<file path="config.mk">
export PLATFORM = sky130hd
export DESIGN_NAME = fetch_unit
export DESIGN_NICKNAME = d
export VERILOG_FILES = /design/src/rtl/fetch_unit.sv
export SDC_FILE = /design/constraint.sdc
export NUM_CORES = 1
export LEC_CHECK = 0
export CAP_MARGIN = 15
export CORE_MARGIN = 2
export CORE_UTILIZATION = 51
export DETAILED_ROUTE_END_ITERATION = 16
export HOLD_SLACK_MARGIN = 0.02
export PLACE_DENSITY = 0.86
export SYNTH_ARGS = -nofsm -noshare
export SYNTH_HDL_FRONTEND = slang
export SYNTH_SLANG_ARGS = --single-unit
</file>
<file path="constraint.sdc">
create_clock -name CLK -period 8.54 [get_ports CLK]
set_input_delay 1.281 -clock CLK [delete_from_list [all_inputs] [get_ports CLK]]
set_output_delay 1.281 -clock CLK [all_outputs]
set_load 0.1 [all_outputs]
</file>
<file path="src/rtl/fetch_unit.sv">
// Instruction-fetch stage: owns the PC, handshakes with the instruction cache,
// buffers one word across downstream stalls and applies downstream redirects.
//
// state   | meaning
// FETCH   | requesting imemaddr from the cache, forwarding hits to IF/ID
// HOLD    | hit captured while IF/ID stalled; waiting to release it
// HALTED  | halt word delivered; idle until redirect or reset
module fetch_unit #(
    parameter logic [31:0] PC_INIT   = 32'h0000_0000,
    parameter logic [31:0] HALT_WORD = 32'hFFFF_FFFF
) (
    input  logic        CLK,
    input  logic        RST,
    input  logic        ihit,
    input  logic [31:0] iload,
    output logic        imemREN,
    output logic [31:0] imemaddr,
    input  logic        stall,
    input  logic        redirect,
    input  logic [31:0] redirect_pc,
    output logic [31:0] imemload_in,
    output logic [31:0] pcp4_in,
    output logic        if_id_wen,
    output logic        flush
);

    typedef enum logic [1:0] {
        FETCH  = 2'd0,
        HOLD   = 2'd1,
        HALTED = 2'd2
    } state_t;

    state_t      state, state_nxt;
    logic [31:0] pc, pc_nxt;
    logic [31:0] hold_instr, hold_instr_nxt;
    logic [31:0] hold_pcp4, hold_pcp4_nxt;
    logic [31:0] pc_p4;

    assign pc_p4    = pc + 32'd4;
    assign imemaddr = pc;

    always_ff @(posedge CLK or posedge RST) begin
        if (RST) begin
            state      <= FETCH;
            pc         <= PC_INIT;
            hold_instr <= '0;
            hold_pcp4  <= '0;
        end else begin
            state      <= state_nxt;
            pc         <= pc_nxt;
            hold_instr <= hold_instr_nxt;
            hold_pcp4  <= hold_pcp4_nxt;
        end
    end

    always_comb begin
        state_nxt      = state;
        pc_nxt         = pc;
        hold_instr_nxt = hold_instr;
        hold_pcp4_nxt  = hold_pcp4;
        imemREN        = 1'b0;
        imemload_in    = '0;
        pcp4_in        = '0;
        if_id_wen      = 1'b0;
        flush          = 1'b0;

        // Reset forces quiet outputs even before the asynchronous clear settles.
        if (!RST) begin
            imemREN = (state == FETCH);
            if (redirect) begin
                flush          = 1'b1;
                pc_nxt         = {redirect_pc[31:2], 2'b00};
                hold_instr_nxt = '0;
                hold_pcp4_nxt  = '0;
                state_nxt      = FETCH;
            end else begin
                unique case (state)
                    FETCH: begin
                        if (ihit) begin
                            pc_nxt = pc_p4;
                            if (stall) begin
                                hold_instr_nxt = iload;
                                hold_pcp4_nxt  = pc_p4;
                                state_nxt      = HOLD;
                            end else begin
                                imemload_in = iload;
                                pcp4_in     = pc_p4;
                                if_id_wen   = 1'b1;
                                if (iload == HALT_WORD)
                                    state_nxt = HALTED;
                            end
                        end
                    end
                    HOLD: begin
                        if (!stall) begin
                            imemload_in = hold_instr;
                            pcp4_in     = hold_pcp4;
                            if_id_wen   = 1'b1;
                            state_nxt   = (hold_instr == HALT_WORD) ? HALTED : FETCH;
                        end
                    end
                    HALTED: begin
                    end
                    default: state_nxt = FETCH;
                endcase
            end
        end
    end

endmodule
</file>
After elaboration in Yosys (flattened, before gate mapping)
Cells that the tools add are included.

Flip-flop bits (word level): 98. Input port bits: 69. Output and inout port bits: 99. Logic and storage cells: 59.

Add/subtract/negate cells: 1. Equal/unequal tests: 8. Multiplexer cells: 38. Bitwise logic cells: 1. Reductions and logical operators: 7.

Operator list (number): 2-to-1 mux 32 bit (21); one-hot mux 32 bit (2 select lines) (2); == test 32 bit, second input constant (2); adder 32 x 3 -> 32 bit, second input constant (1); 2-to-1 mux 2 bit (6); 2-to-1 mux 1 bit (7); inequality test 3 bit, second input constant (2); one-hot mux 2 bit (3 select lines) (1); nonzero test 2 bit (3); AND reduction 5 bit (1); inequality test 4 x 3 -> 1 bit, second input constant (1); AND reduction 4 bit (1); AND reduction 3 bit (1); == test 2 x 1 -> 1 bit, second input constant (1); == test 2 bit, second input constant (1); logical NOT 2 bit (1); inequality test 2 bit, second input constant (1); one-hot mux 1 bit (2 select lines) (1); NOT 1 bit (1).

Depth between registers and ports, before layout
Gate-level depths: netlist (run 1).

Depth in word-level cells: 6. Depth in mapped cells: 8. Mapped depth without buffers: 6.

Worst setup path after synthesis (run 1)
OpenSTA, ideal clock, no wires.

Kind: input to register. Start: in RST. End: reg hold_pcp4[7]. Library setup time: 0.121 ns. Arrival time: 5.670 ns. Data required time: 8.419 ns. Slack: 2.749 ns. Stages on the path: 5. Path buffers: 2. Cell sequence: inv_1 clkbuf_1 o21ai_1 buf_2 a22o_1.

Longest elaborated chain between the ends: 2.

RTL lines: start, declared (line 13) `input logic RST,`; NOT 1 bit (no line); AND reduction 4 bit (no line); end signal, assigned (line 52) `hold_pcp4 <= hold_pcp4_nxt;`; end, declared (line 36) `logic [31:0] hold_pcp4, hold_pcp4_nxt;`.

Every way passes these cells. A chain may end at the register's enable or synchronous reset.

Worst setup path after layout (run 1)
Start: in RST. End: out pcp4_in[13].

Longest elaborated chain between the ends: 1.

RTL lines: 2-to-1 mux 32 bit (line 68) `if (!RST) begin`; end, declared (line 22) `output logic [31:0] pcp4_in,`.

Every way passes these cells.

==> reports/qor.txt, run 1 <==
status: complete, no violations
Rel. slew slack: 26.4%
Final Core Density: 69.6%
die outline height: 108 um
post-CTS setup buffers: 0
Crit-path slowest cell: clkdlybuf4s50_1
first-pass GRT wire length: 27000 um
Max-Cap Viols: 0
Die Area: 0.0117 mm2
input/output buffers: 163
GRT overflow: 0
cell count after synthesis: 638
CTS tree: done
startpoint class of the critical path: primary input
min Tclk post-route: 6030 ps
ys async rst share: 100%
Main synth FF type: dfrtp_1
Avg WL per Cell: 18.7 um
Post-Route WL: 17100 um
antenna diode count: 0
DRT antenna net count: 0
clk sinks: 95
Max Buffers Root-to-Sink: 2
vias after detailed routing: 5748
PostCTS Resize Cnt: 0
Worst setup EP type: primary output
hold_buf cts: 0
Peak VDD IR: 0.000183 V
# rows: 38
vias in the first global route: 5298
count of pins over their slew limit: 0
Final Hold Vio Count: 0
Syn Area/Cell: 8.68 um2
Area Growth Syn to Fin: 34.5%
largest net degree at the start of global routing: 59
fin nets: 837
most used cell, CP: clkdlybuf4s50_1
crit share post-route: 70.6%
GPL Wtd Cong: 0.870
CP arrival: 4750 ps
core region area: 0.0107 mm2
I/O Pins: 168
Die X: 108 um
sequential area share after synthesis: 42.9%
Skew-Pair Late Insertion Delay: 370 ps
commonest non-fill, non-tap cell in the layout: clkdlybuf4s50_1
final std cells w/o fill: 912
Max Fclk: 166 MHz
DRC Markers: 0
Post-synth EDFFs: 0
Cells after DPL: 896
cts bufs inserted: 9
H-tree depth: 3
fraction of layout cells with a size suffix above 1: 5.83%
via/cell ratio: 6.30
critical path's top delay family: buffers and inverters
Leakage Power: 2.89 nW
RSZ-0062 raised after global routing: false
clk_skew: 9.81 ps
Crit path buffers/inverters: 3
initial drt markers: 707
Required @ worst endpoint: 7260 ps
max incr delay on CP: 1210 ps
synthesis-stage register bit count: 95
setup TNS: 0 ps
worst-margin pin slew: 1100 ps
Cell Chain, Critical Path: clkdlybuf4s50_1 -> or3_1 -> buf_4 -> or2_1 -> o21ai_0 -> clkdlybuf4s50_1
Final Setup Violations: 0
min-delay worst type: flop to flop
most frequent cells in the layout: 162 x clkdlybuf4s50_1, 95 x dfrtp_1, 73 x nand2_1, 72 x nor2_1, 57 x o21ai_0
initial antenna violation count: 0
PwrDens: 200 mW/mm2
All-Layer GR Usage: 29.1%
initial core utilization: 51.8%
Root Buffer: clkbuf_8
drt pass-1 iters: 8
Mapped Area: 0.00554 mm2
yosys warns: 0
WS Path Type: primary input to primary output
Worst-path clk slew: 90 ps
Detail Placement HPWL: 11700 um
post-synth cell types: 53
crit-path max FO: 43
==> path summary, 6_finish.rpt <==
check                           slack, ps                         end                      from  cells past startpoint
worst max-delay path                 2510                 pcp4_in[13]                       RST                      6
worst min-delay path                  480    hold_pcp4[1]$_DFFE_PP0P_  hold_pcp4[1]$_DFFE_PP0P_                      1
worst max register to register       6090    imemaddr[20]$_DFFE_PP0P_   imemaddr[2]$_DFFE_PP0P_                      6
worst min register to register        480    hold_pcp4[1]$_DFFE_PP0P_  hold_pcp4[1]$_DFFE_PP0P_                      1
max in group asynchronous            5790    imemaddr[26]$_DFFE_PP0P_                       RST                      3
min in group asynchronous            1620  hold_instr[12]$_DFFE_PP0P_                       RST                      2
==> flip-flops by register name (all words and copies together), names as in the netlist <==
register	cells
hold_instr	32
hold_pcp4	31
imemaddr	30
state	2
==> layer usage <==
metal,up-vias,part of all wire [%],global-route usage (%)
met5,-,0,0
met4,0,1.4,9.98
met3,24,8.8,3.68
met2,336,47,46.3
met1,2786,42,41.4
li1,2602,-,-
==> synth_stat cells, types with 6 or more instances <==
cell       n  area share, %
o22ai_1    6           0.68
nand2_1   73            4.9
xnor2_1   12            1.9
xor2_1    16            2.5
o21ai_1   13            1.2
nor4_1     8           0.90
nor2_1    73            4.9
a21oi_1   19            1.7
buf_2     11           0.99
and3_1    12            1.4
clkbuf_1  36            2.4
nor3_1     7           0.63
o21ai_0   57            5.2
nand3_1   22            2.0
dfrtp_1   95             43
nand4_1   22            2.5
a22oi_1   44            6.0
a22o_1    38            6.0
==> cell families (layout without fill, tap and decap cells) <==
kind of cell,Yosys count,count (layout),share of synthesized area [%]
AND/OR/NAND/NOR,252,252,23.1
other,1,2,0.0677
XOR/XNOR,28,28,4.43
AO/OA/AOI/OAI,202,202,24.4
adder cells (fa/ha/maj),1,1,0.226
buffers and inverters,57,190,4.45
flip-flops,95,95,42.9
multiplexers,2,2,0.384
==> final cells by class <==
class,count,area (um2)
inverters,3,13.8
repair buffers,171,1690
clock inverters,5,104
clock buffers,11,151
multi-input cells,487,2940
flip-flops and latches,95,2380
well taps,140,175
fillers,837,3250
==> metrics by stage <==
stage	hold WS [ps]	total power [W]	setup WS (ps)	area, um2
after floorplan	444	0.000960	2750	5540
after global placement	460	0.00110	2610	7190
after detailed placement	465	0.00111	2560	7190
after CTS	486	0.00148	2550	7450
after global routing	497	0.00154	2420	7450
final	482	0.00149	2510	7450
==> power breakdown <==
| group | switching [W] | leakage [nW] | total [W] | internal, W |
|---|---|---|---|---|
| sequential | 0.0000713 | 1.24 | 0.000568 | 0.000496 |
| combinational | 0.000395 | 1.52 | 0.000547 | 0.000151 |
| clock | 0.000164 | 0.130 | 0.000375 | 0.000211 |
| total | 0.000631 | 2.89 | 0.00149 | 0.000859 |
Note: power is estimated with default switching activity, not from simulation.
==> run 2, diff against run 1 <==
Settings changed: CORE_UTILIZATION 51 to 43, PLACE_DENSITY 0.86 to 0.77.
Clock period 8.54 ns to 5.2 ns, I/O delays scaled along.
==> reports/qor.txt, run 2 (synthesis gave the netlist of run 1 again) <==
status: complete, no violations
max incr delay on CP: 600 ps
post-CTS setup buffers: 0
min Tclk post-route: 3850 ps
Leakage Power: 3.10 nW
input/output buffers: 163
cts bufs inserted: 9
Biggest register: hold_instr
largest net degree at the start of global routing: 69
Cell Chain, Critical Path: clkdlybuf4s50_1 -> or3_1 -> or2_1 -> o21ai_0 -> buf_12
Root Buffer: clkbuf_16
fraction of layout cells with a size suffix above 1: 14.2%
Final Setup Violations: 0
crit-path max FO: 21
Reg power frac: 36.3%
hold_buf cts: 0
Worst setup EP type: primary output
DRT antenna net count: 0
clk sinks: 95
clk_skew: 9.42 ps
count of pins over their slew limit: 0
CP Depth: 5
switch share: 40.8%
critical path's top delay family: simple AND/OR/NAND/NOR gates
fin nets: 838
DRC Markers: 0
vias after detailed routing: 5608
Skew-Pair Late Insertion Delay: 350 ps
Required @ worst endpoint: 4420 ps
max reg flops: 32
initial core utilization: 43.9%
GRT overflow: 0
H-tree depth: 3
Avg WL per Cell: 18.2 um
Post-Place Worst Slack: 1350 ps
crit share post-route: 73.9%
worst-margin pin slew: 1020 ps
Detail Placement HPWL: 11800 um
net switching power: 0.00105 W
PostCTS Resize Cnt: 0
initial antenna violation count: 0
drt pass-1 iters: 5
commonest non-fill, non-tap cell in the layout: clkdlybuf4s50_1
Die X: 117 um
CTS tree: done
met1 WL: 7450 um
Hold Path Depth: 2
RSZ-0062 raised after global routing: false
via/cell ratio: 5.93
# rows: 41
All-Layer GR Usage: 25.2%
GPL Wtd Cong: 0.892
Post-Route WL: 17200 um
setup TNS: 0 ps
Pint: 0.00152 W
Rel. slew slack: 32.0%
metal3 WL: 1300 um
most frequent cells in the layout: 96 x clkdlybuf4s50_1, 95 x dfrtp_1, 73 x nand2_1, 72 x nor2_1, 59 x buf_4
Worst-path clk slew: 60 ps
antenna diode count: 0
Crit path buffers/inverters: 2
Max Buffers Root-to-Sink: 2
die outline height: 117 um
core region area: 0.0126 mm2
I/O Pins: 168
startpoint class of the critical path: primary input
vias in the first global route: 5498
final setup margin: 1350 ps
top layer in use: met4
worst r2r path cells: 6
Peak VDD IR: 0.000213 V
PwrDens: 337 mW/mm2
Max Fclk: 260 MHz
Max-Cap Viols: 0
Crit-path slowest cell: clkdlybuf4s50_1
min-delay worst type: flop to flop
CP arrival: 3070 ps
Die Area: 0.0138 mm2
clock share of power: 28.4%
WS Path Type: primary input to primary output
Combinational Power Share: 35.2%
first-pass GRT wire length: 28500 um
metal2 WL: 8050 um
Area Growth Syn to Fin: 37.3%
Final Hold Vio Count: 0
initial drt markers: 440
[run 2: cell type report]
| type | count | area [um2] |
|---|---|---|
| inverter | 3 | 13.8 |
| timing repair buffer | 172 | 1730 |
| sequential | 95 | 2380 |
| clock inverter | 3 | 65.1 |
| fill | 1131 | 5020 |
| tap | 172 | 215 |
| multi-input combinational | 487 | 2940 |
| clock buffer | 13 | 260 |
[run 2: path summary, 6_finish.rpt]
check	from	end	slack, ps
max	RST	pcp4_in[30]	1350
min	hold_pcp4[19]$_DFFE_PP0P_	hold_pcp4[19]$_DFFE_PP0P_	480
max reg2reg	state[1]$_DFFE_PP0P_	hold_pcp4[27]$_DFFE_PP0P_	2820
min reg2reg	hold_pcp4[19]$_DFFE_PP0P_	hold_pcp4[19]$_DFFE_PP0P_	480
max in group asynchronous	RST	imemaddr[21]$_DFFE_PP0P_	2930
min in group asynchronous	RST	hold_instr[6]$_DFFE_PP0P_	1060
[run 2: stage by stage]
step | utilization, % | std cells | cell area [um2] | power, W | hold slack, ps
floorplan | - | 639 | 5540 | 0.00158 | 444
global placement | 57.7 | 929 | 7280 | 0.00183 | 462
detailed placement | 57.7 | 929 | 7280 | 0.00184 | 468
CTS | 60.2 | 945 | 7600 | 0.00257 | 486
global route | 60.2 | 945 | 7600 | 0.00267 | 500
finish | 60.2 | 945 | 7600 | 0.00256 | 482
[run 2: metal layers]
metal	global-route usage (%)	vias to the layer above
met1	35.0	2737
met4	9.64	0
met3	5.18	28
met5	0	-
met2	39.0	256
li1	-	2587
[run 2: worst register-to-register path: stages (launching register included)]
cell,delay (ps)
dfrtp_1,580
nor3b_2,120
and2_1,220
o21ai_4,700
buf_4,470
nand2_1,100
o21ai_0,90
[run 2: power groups by stage]
stage,combinational [W],clock (W),sequential [W]
finish,0.000903,0.000728,0.000931
global route,0.000951,0.000771,0.000946
CTS,0.000904,0.000741,0.000928
detailed placement,0.000900,0,0.000940
global placement,0.000890,0,0.000935
floorplan,0.000360,0,0.00122
